==> config.mk <==
export PLATFORM = sky130hd
export DESIGN_NAME = demux_1x4_reg
export DESIGN_NICKNAME = d
export VERILOG_FILES = /design/src/rtl/demux_1x4_reg.sv
export SDC_FILE = /design/constraint.sdc
export NUM_CORES = 1
export LEC_CHECK = 0
export CORE_UTILIZATION = 42
export DETAILED_ROUTE_END_ITERATION = 8
export GPL_ROUTABILITY_DRIVEN = 1
export MAX_ROUTING_LAYER = met4
export PLACE_DENSITY = 0.81
export SYNTH_ARGS = -nofsm -noshare
export SYNTH_HDL_FRONTEND = slang
export SYNTH_SLANG_ARGS = --single-unit
==> constraint.sdc <==
create_clock -name clk -period 1.7 [get_ports clk]
set_input_delay 0.255 -clock clk [delete_from_list [all_inputs] [get_ports clk]]
set_output_delay 0.255 -clock clk [all_outputs]
set_load 0.02 [all_outputs]
==> src/rtl/demux_1x4_reg.sv <==
// Registered 1-to-4 demultiplexer: one valid/ready input fanned out to four
// single-entry output channels, each with its own valid/ready handshake.
module demux_1x4_reg #(
    parameter int WIDTH = 2,
    parameter int CNT_W = 8
) (
    input  logic             clk,
    input  logic             rst,
    input  logic [WIDTH-1:0] in_data,
    input  logic [1:0]       in_sel,
    input  logic             in_valid,
    output logic             in_ready,
    output logic [WIDTH-1:0] out0_data,
    output logic [WIDTH-1:0] out1_data,
    output logic [WIDTH-1:0] out2_data,
    output logic [WIDTH-1:0] out3_data,
    output logic [3:0]       out_valid,
    input  logic [3:0]       out_ready,
    output logic [CNT_W-1:0] xfer_cnt
);

    logic [3:0][WIDTH-1:0] data_q, data_d;
    logic [3:0]            valid_q, valid_d;
    logic [CNT_W-1:0]      cnt_q, cnt_d;
    logic                  accept;

    // A FULL channel whose consumer is ready can take a new word in the same
    // cycle it drains, so streaming into one channel never bubbles.
    always_comb begin
        // NOTE: every always_comb output gets a default first so no path leaves it unassigned (no latch).
        in_ready = !valid_q[in_sel] || out_ready[in_sel];
        accept   = in_valid && in_ready;
        data_d   = data_q;
        valid_d  = valid_q & ~out_ready;
        cnt_d    = cnt_q;
        if (accept) begin
            data_d[in_sel]  = in_data;
            valid_d[in_sel] = 1'b1;
            cnt_d           = cnt_q + CNT_W'(1);
        end
    end

    always_ff @(posedge clk or posedge rst) begin
        // NOTE: the data registers are reset too, because their zero value is visible on the ports.
        if (rst) begin
            data_q  <= '0;
            valid_q <= '0;
            cnt_q   <= '0;
        end else begin
            data_q  <= data_d;
            valid_q <= valid_d;
            cnt_q   <= cnt_d;
        end
    end

    assign out0_data = data_q[0];
    assign out1_data = data_q[1];
    assign out2_data = data_q[2];
    assign out3_data = data_q[3];
    assign out_valid = valid_q;
    assign xfer_cnt  = cnt_q;

endmodule

# Word level (Yosys, flattened, before mapping)

Index checks and enable logic that the tools add are counted.
W data, S select, Z words.

Input port bits: 11
Output and inout bits: 21
Register bits after elaboration: 20
Word-level logic and storage cells: 26

Magnitude comparators: 2
Add/subtract/negate cells: 1
Reduce and logical (&&, ||, !) cells: 4
Muxes and demuxes: 10
Bitwise operators: 3

Operators with widths:

| operator              | number |
|---|---|
| $add A8 B1 Y8 const B | 1 |
| $bwmux W8             | 1 |
| $and A4 B4 Y4         | 1 |
| $bmux W1 S2           | 2 |
| $demux W2 S2          | 1 |
| $mux W4               | 1 |
| $not A4 Y4            | 1 |
| $or A4 B4 Y4          | 1 |
| $lt A2 B3 Y1 const B  | 1 |
| $mux W1               | 3 |
| $demux W1 S2          | 1 |
| $ge A2 B1 Y1 const B  | 1 |
| $logic_and A1 B1 Y1   | 2 |
| $mux W2               | 1 |
| $logic_not A1 Y1      | 1 |
| $logic_or A1 B1 Y1    | 1 |

# Logic depth before layout (Yosys ltp)

Depth in word-level cells: 6
Mapped depth: 4
Mapped depth without buffers: 4

# Least setup slack after synthesis

No wires, ideal clock.

Path kind: register to register
Start: reg valid_q[3] (netlist: out_valid[3])
End: reg cnt_q[1] (netlist: xfer_cnt[1])
Cell stages (with the launch flop): 5
Buffers on the path: 0
Slack: 0.000 ns
Arrival: 1.575 ns
Library setup time: 0.125 ns
Cells stage by stage: dfrtp_1 -> nand2b_4 -> mux4_2 -> nand2_2 -> mux2_4

Word-level cells in the longest chain between the ends: 5

Ends and longest elaborated chain:

| element                       | line | RTL |
|---|---|---|
| from (decl)                   | 23   | `logic [3:0] valid_q, valid_d;` |
| from (signal assigned)        | 51   | `valid_q <= valid_d;` |
| $bmux W1 S2                   | 31   | `in_ready = !valid_q[in_sel] \|\| out_ready[in_sel];` |
| $mux W1 (implied by the code) | 31   |  |
| $logic_not A1 Y1              | 31   |  |
| $logic_or A1 B1 Y1            | 31   |  |
| via in_ready                  | 12   | `output logic in_ready,` |
| $logic_and A1 B1 Y1           | 32   | `accept = in_valid && in_ready;` |
| to (signal assigned)          | 52   | `cnt_q <= cnt_d;` |
| to (decl)                     | 24   | `logic [CNT_W-1:0] cnt_q, cnt_d;` |

The timed path passes the listed nets, and every way through them passes these cells. The select of a mux whose other input is x is not followed.
A chain may end at the register's enable or synchronous reset.

# Worst setup path after layout

Start: in out_ready[2]
End: out in_ready

Word-level cells in the longest chain between the ends: 3

Ends and longest elaborated chain:

| element                       | line | RTL |
|---|---|---|
| from (decl)                   | 18   | `input logic [3:0] out_ready,` |
| $bmux W1 S2                   | 31   |  |
| $mux W1 (implied by the code) | 31   |  |
| $logic_or A1 B1 Y1            | 31   |  |
| to (decl)                     | 12   |  |

Every way passes these cells. The select of a mux whose other input is x is not followed.

==> reports/metrics.yaml <==
cts_root_buf: "clkbuf_4"
crit_chain: "clkdlybuf4s50_1 -> nand2b_4 -> mux4_2 -> buf_6"
drcViolationCount: 0
setup.worst_path.class: "primary input to primary output"
syn_inst: 65
synth_ff_type: "dfrtp_1"
antenna_cells: 0
die_w_um: 47.2
hold_viol: 0
grt_setup_unrepaired: "yes"
synth_seq_cells: 20
hpwl_um: 1490
min_period_ns: 1.71
synth_area_leader_cell: "dfrtp_1"
clock_sinks: 20
antenna_found_initial: 0
vias: 656
worst-path-buf-inv: 2
cts_tree: "yes"
fmax_mhz: 584
rr_startpoint: "out_valid[3]$_DFF_PP0_"
violations: "negative setup slack"
gr-total-overflow: 0
core_um2: 1820
synth.area.top_cells: "dfrtp_1 58%, mux2_2 10%, xnor2_1 7.1%, mux4_2 2.6%, nand3_1 2.3%"
critPathLaunchType: "primary input"
use_met2: 0.353
yosysWarnings: 0
endpoint_kind: "primary output"
htree_levels: 1
vdd_drop_max_mv: 1.37
syn-num-nets: 77
num-fill-cells: 145
grt_usage: 0.208
routed_wl_um: 1950
period_share: 1.01
yosysUniqueCellTypes: 20
die_h_um: 47.2
yosysSeqAreaShare: 0.583
slew-limit-headroom: 0.832
antenna_left: 0
maxCapViolCount: 0
first_global_vias: 676
worstMarginPinSlew_ns: 0.252
layout.nets: 122
gp_congestion: 0.811
r2r_cells: 5
hold_path.class: "primary input to asynchronous set/reset pin"
rows: 15
grt_pass1_wl_um: 2970
postPlaceCellArea_um2: 1270
cp.arrival_ns: 1.46
outcome: "finished, violations left"
cp_slowest_cell: "mux4_2"
routedWlPerCell_um: 14.6
synthTopCellsByCount: "20 x dfrtp_1, 8 x mux2_2, 7 x xnor2_1"
pin_count: 32
drt_iter0_drc: 3
worstPathRequired_ns: 1.44
place_ws_ns: -0.439
post_cts_buffers: 0
r2r-end: "xfer_cnt[1]$_DFFE_PP0P_"
yosys.cell_count.top_type: "dfrtp_1"
drive_gt1_frac: 0.266
start_util: 0.471
drt_pass1_iterations: 5
setup_tns_ns: -0.0133
drv_slew: 0
area_growth_pct: 55.0
clk_latency_ns: 0.30
grt_max_degree: 21
cts_buffers: 3
setup_ws_ns: -0.0133
synth_area_um2: 858
met1_usage: 0.227
rrSetupSlack_ns: 0.04
p_leak_nw: 0.624
synth_top_area_share: 0.583
cp_max_fo: 2
clockBufferDepth: 2
p_per_area_nw_per_um2: 1270
grt_util_met3: 0.0308
fin_skew_ns: 0.00492
ys_async_sr_fraction: 1.00
clk_pin_slew_ns: 0.12
via_per_inst: 4.90
synth_edf_count: 0
die-area_um2: 2230
critical_path.top_delay_family: "buffers and inverters"
syn_area_per_cell_um2: 13.2
finalSetupViolCount: 1
grt-busiest-layer: "met2"
cpPeakStageDelay_ns: 0.50
fin_area_um2: 1330
numPortBuffers: 31
## how the worst max path moves through the flow
stage               cells past startpoint              startpoint                      end  slack, ns
floorplan                               4  out_valid[3]$_DFF_PP0_  xfer_cnt[1]$_DFFE_PP0P_     0.0003
global placement                        3               in_sel[0]                 in_ready      -0.43
detailed placement                      4            out_ready[2]                 in_ready      -0.44
CTS                                     3  out_valid[3]$_DFF_PP0_                 in_ready      -0.02
global route                            3  out_valid[3]$_DFF_PP0_                 in_ready      -0.04
finish                                  4            out_ready[2]                 in_ready      -0.01
## sequential cells by signal, summed over array words and instances (netlist names)
signal,count
out1_data,2
out_valid,4
out2_data,2
out0_data,2
out3_data,2
xfer_cnt,8
## metrics by stage
stage	hold slack, ns	instances	utilization	total power [W]
after floorplan	0.219	65	-	0.00106
after global placement	0.460	130	0.696	0.00139
after detailed placement	0.477	130	0.696	0.00141
after CTS	0.253	134	0.728	0.00170
after global routing	0.254	134	0.731	0.00177
final	0.250	134	0.731	0.00169
## layer usage
metal | vias to the layer above | routed length (µm)
met5 | - | 0
met4 | 0 | 28
li1 | 320 | -
met1 | 316 | 790
met3 | 4 | 40
met2 | 16 | 1090
## power breakdown
group          internal [W]  switching, W  total (W)
registers          0.000599      0.000111   0.000710
clock network      0.000131      0.000152   0.000283
logic              0.000383      0.000313   0.000696
total               0.00111      0.000576    0.00169
## cell usage in the layout, fill, tap and decap left out, drive strengths merged
cell,count
nand3,4
dfrtp,20
dlygate4sd2,2
nand2b,4
and4,1
and3,3
inv,1
clkdlybuf4s50,26
nand2,6
nand4,3
clkbuf,4
mux4,1
nor2,1
o21ai,1
xnor2,7
and2,1
buf,10
nand3b,1
ha,1
dlymetal6s2s,2
nor2b,1
mux2,9
## cell type report
cell class	instances	area [µm²]	area share
flip-flops and latches	20	500	0.376
repair buffers	40	382	0.287
multi-input cells	44	377	0.283
clock buffers	4	36.3	0.0273
well taps	25	31.3	0.0235
inverters	1	3.75	0.00282
## logic make-up (layout without fill, tap and decap cells)
logic type,after synthesis,after routing,share of synthesized area
buffers and inverters,1,45,0.00437
adder cells (fa/ha/maj),1,1,0.0146
flip-flops,20,20,0.583
AO/OA/AOI/OAI,1,1,0.00583
multiplexers,10,10,0.149
AND/OR/NAND/NOR,25,25,0.172
XOR/XNOR,7,7,0.0714
## timing repair
item,in CTS,in global routing
endpoints found under the setup margin,1,2
hold endpoints to repair,0,0
gates resized for setup,11,2
hold buffers,0,0
## worst min-delay path: cells and delay by family
kind	cells	cell delay (ns)
buf+inv	3	0.70
Note: power is estimated with default switching activity, not from simulation.
==> patch 1, RTL diff (same flow settings) <==
Make the reset (`rst`) synchronous in one clocked block.
--- a/src/rtl/demux_1x4_reg.sv
+++ b/src/rtl/demux_1x4_reg.sv
@@ -42,3 +42,3 @@
 
-    always_ff @(posedge clk or posedge rst) begin
+    always_ff @(posedge clk) begin
         // NOTE: the data registers are reset too, because their zero value is visible on the ports.
Function: differs if rst is asserted again (counterexample within 4 cycles, from zero or initial values and one cycle with rst high); with rst held inactive, the same outputs for 10 cycles.
==> patch 1 against the unedited design <==
  * The flow still finishes with violations (negative setup slack)
  * Largest cell class is now multi-input gates
  * Critical endpoint is now xfer_cnt[0]
  * Via count is 39% higher
  * Final area is 6.8% higher
  * Non-clock buffer count is 8 higher
  * Core utilization rose by 0.073 points
  * Synthesized area increased by 1.0%
  * Critical path depth increased by 2
  * Count of clock-buffer cells in the layout unchanged
  * Wire length up 14%
  * Worst setup slack got worse by 0.045 ns
  * Global-route usage grew 1.3 points
  * Die area grew 0.98%
  * Sequential cell count unchanged
Power is not compared: it rests on default switching activity, and its combinational part moved more than twofold at a synthesized area within 25%.
==> patch 1: results (changes against the unedited design) <==
.. list-table::
   :header-rows: 1

   * - Metric
     - Value
   * - Final Core Density
     - 73.1% (about the same)
   * - DR iter-0 viols
     - 10 (+7)
   * - Vias in the first global route
     - 828 (+22%)
   * - Setup-failing EPs final
     - 6 (+5)
   * - Proportion of synthesized chip area in sequential cells
     - 46.2% (-12 points)
   * - Number of unique standard cell types used by synthesis
     - 24 (+20%)
   * - Crit-path leading delay family
     - simple AND/OR/NAND/NOR gates
   * - Nets in the synthesized netlist
     - 108 (+40%)
   * - Setup slack of the critical path after layout
     - -0.0588 ns (-0.0454 ns)
   * - Average cell area after synthesis
     - 9.03 um2 (-32%)
   * - Fraction of layout instances using a drive strength above 1
     - 25.7% (-0.91 points)
   * - Met3 Routed Length
     - 89 um (+120%)
   * - Gp weighted congestion
     - 0.810 (about the same)
   * - Share of async-settable or async-resettable flops after synthesis
     - 0% (-100 points)
   * - DP HPWL
     - 1.58 mm (+6.4%)
   * - Post-detailed-placement cell area
     - 1290 um2 (+1.6%)
   * - First-pass GRT wire length
     - 3.33 mm (+12%)
   * - Top cell types by occurrence after synthesis
     - 20 x dfxtp_1, 11 x nor2_1, 10 x a21oi_1
   * - Maximum number of pins on one net before global-route repair
     - 20 (-4.8%)
   * - Via count normalized by instance count
     - 5.35 (+9.2%)
   * - All-Layer GR Usage
     - 22.1% (+1.3 points)
   * - GRT met2 Usage
     - 41.1% (+5.8 points)
   * - Worst slack at placement
     - -0.519 ns (-0.0798 ns)
   * - Least-Margin Pin Slew
     - 0.230 ns (-0.0220 ns)
   * - Outcome
     - complete, but fails checks
   * - Worst-path fanout max
     - 5 (+3)
   * - Crit path arrival time
     - 2.01 ns (+0.55 ns)
   * - Post-route met1 wirelength
     - 866 um (+9.6%)
   * - Ranking of synthesized cells by area
     - dfxtp_1 46%, mux2i_1 9.2%, a21oi_1 5.8%, nor2_1 4.8%, o21ai_0 3.5%
   * - Failing checks
     - negative setup slack
   * - Sum Neg Setup Slack
     - -0.199 ns (-0.185 ns)
   * - Final setup skew
     - 0.00746 ns (+0.00254 ns)
patch 1: cell types whose count changed after synthesis, moves of 5 or more:
cell     change
xnor2_1      -7
nor2_1      +10
dfrtp_1     -20
dfxtp_1     +20
mux2i_1      +8
a21oi_1     +10
o21ai_0      +5
mux2_2       -8
patch 1: kinds of logic (layout without fill, tap and decap cells):
| logic type | Yosys count | in the layout | share of synthesized area [%] |
|---|---|---|---|
| and+or+nand+nor | 42 | 42 | 26.8 |
| DFF | 20 | 20 | 46.2 |
| AOI/OAI and AO/OA | 18 | 18 | 11.0 |
| muxes | 9 | 9 | 11.8 |
| buffers and inverters | 6 | 54 | 2.74 |
| adders and majority gates | 1 | 1 | 1.44 |
patch 1: cell type report:
cell class                 count  area share (%)
timing repair buffer          48            31.6
inverter                       2           0.529
multi-input combinational     70            34.5
clock buffer                   4            2.56
sequential                    20            28.4
tap                           27            2.38
patch 1: final timing paths:
| path | start | endpoint | slack (ns) | cells past startpoint |
|---|---|---|---|---|
| hold reg to reg | xfer_cnt[7] | xfer_cnt[7] | 0.48 | 2 |
| setup reg to reg | out_valid[3] | xfer_cnt[0] | -0.06 | 6 |
| setup / recovery | out_valid[3] | xfer_cnt[0] | -0.06 | 6 |
| hold / removal | out_ready[1] | out_valid[1] | 0.38 | 3 |
patch 1: repair_timing:
action	4_1_cts	5_1_grt
pin swaps	7	4
setup endpoints to repair	7	8
gates resized for setup	16	11
buffers inserted	4	0
endpoints found under the hold margin	0	0
cloned	1	0
patch 1: power groups by stage:
stage | Clock, mW | Sequential [mW] | Combinational (mW)
after floorplan | 0 | 0.521 | 0.0473
after global placement | 0 | 0.503 | 0.142
after detailed placement | 0 | 0.504 | 0.147
after CTS | 0.280 | 0.494 | 0.153
after global routing | 0.299 | 0.497 | 0.169
final | 0.275 | 0.494 | 0.158
==> patch 2, RTL diff (same flow settings) <==
Without the edit above. The parameter `WIDTH` goes from 2 to 4.
--- a/src/rtl/demux_1x4_reg.sv
+++ b/src/rtl/demux_1x4_reg.sv
@@ -3,3 +3,3 @@
 module demux_1x4_reg #(
-    parameter int WIDTH = 2,
+    parameter int WIDTH = 4,
     parameter int CNT_W = 8
Ports: changed (5 resized); port bits go from 32 to 42. The function was not compared with the original's and may differ.
==> patch 2 against the unedited design <==
  * The flow still finishes with violations (negative setup slack)
  * Maximum frequency hardly changed
  * Clock skew is 0.00086 ns higher
  * Wire length is 32% higher
  * Largest cell class unchanged
  * Worst setup slack hardly changed
  * Synthesized area is 35% higher
  * Sequential cell count is 8 higher
  * Clock power is 53% higher
  * Critical path depth stayed put
  * Final area is 33% higher
  * Combinational power is 28% higher
  * Count of clock-buffer cells in the layout is 1 lower
  * Synthesized cell count is 28% higher
  * Power is 35% higher
==> patch 2: results (changes against the unedited design) <==
.. list-table::
   :header-rows: 1

   * - Metric
     - Value
   * - Outcome
     - complete, but fails checks
   * - Failing checks
     - negative setup slack
   * - Layout net count
     - 156 (+28%)
   * - Sum Neg Setup Slack
     - -0.0137 ns (-0.000381 ns)
   * - # clock sinks
     - 28 (+40%)
   * - Top cell types by occurrence after synthesis
     - 28 x dfrtp_1, 16 x mux2_2, 7 x nand3_1, 7 x xnor2_1
   * - Gate Count Post-Synth
     - 83 (+28%)
   * - Area share of buffers outside the clock network
     - 29.7% (+0.97 points)
   * - Setup-failing EPs final
     - 1 (unchanged)
   * - Ranking of synthesized cells by area
     - dfrtp_1 61%, mux2_2 16%, xnor2_1 5.3%, nand3_1 3.0%, mux4_2 2.0%
   * - Clock-pin slew on the worst setup and hold paths
     - 0.15 ns (+0.03 ns)
   * - Internal power summed over all cells
     - 1.55 mW (+39%)
   * - Count of placed standard cells in the final layout, fillers left out
     - 171 (+28%)
   * - Final setup skew
     - 0.00578 ns (+0.000858 ns)
   * - DR iter-0 viols
     - 9 (+6)
   * - Proportion of synthesized chip area in sequential cells
     - 60.7% (+2.4 points)
   * - Post-detailed-placement cell area
     - 1700 um2 (+34%)
   * - Worst slack at placement
     - -0.405 ns (+0.0340 ns)
   * - Leakage power figure
     - 0.810 nW (+30%)
   * - Share of cell area taken by multi-input logic gates
     - 25.3% (-3.0 points)
   * - Proportion of cell area spent on the clock network
     - 2.98% (+0.25 points)
   * - Non-clk bufs
     - 55 (+38%)
   * - DR WL met2
     - 1.34 mm (+23%)
   * - Setup slack of the critical path after layout
     - -0.0137 ns (-0.000381 ns)
   * - Xor and xnor fraction of the mapped netlist area
     - 5.31% (-1.8 points)
   * - All-Layer GR Usage
     - 20.1% (-0.69 points)
[patch 2: changes by cell type after synthesis, moves of 2 or more]
cell | before | now
dfrtp_1 | 20 | 28
mux2_2 | 8 | 16
nand2_1 | 5 | 3
nand3_1 | 4 | 7
[patch 2: repair_timing]
action,4_1_cts,5_1_grt
endpoints found under the setup margin,2,4
buffers inserted,1,0
resized for setup,5,5
[patch 2: how the worst max path moves through the flow]
stage,from,endpoint,slack [ns],cells after the start
2_1_floorplan,out_valid[3],xfer_cnt[1],0.003,4
3_3_place_gp,out_ready[1],in_ready,-0.39,4
3_5_place_dp,out_ready[1],in_ready,-0.41,4
4_1_cts,out_valid[3],in_ready,-0.03,3
5_1_grt,out_valid[3],in_ready,-0.09,3
6_report,out_ready[1],in_ready,-0.01,4
[patch 2: kinds of logic after synthesis]
kind of cell               Yosys count
muxes                               18
and+or+nand+nor                     25
adders and majority gates            1
xor gates and xnor gates             7
DFF                                 28
buffers and inverters                2
AOI/OAI and AO/OA                    2
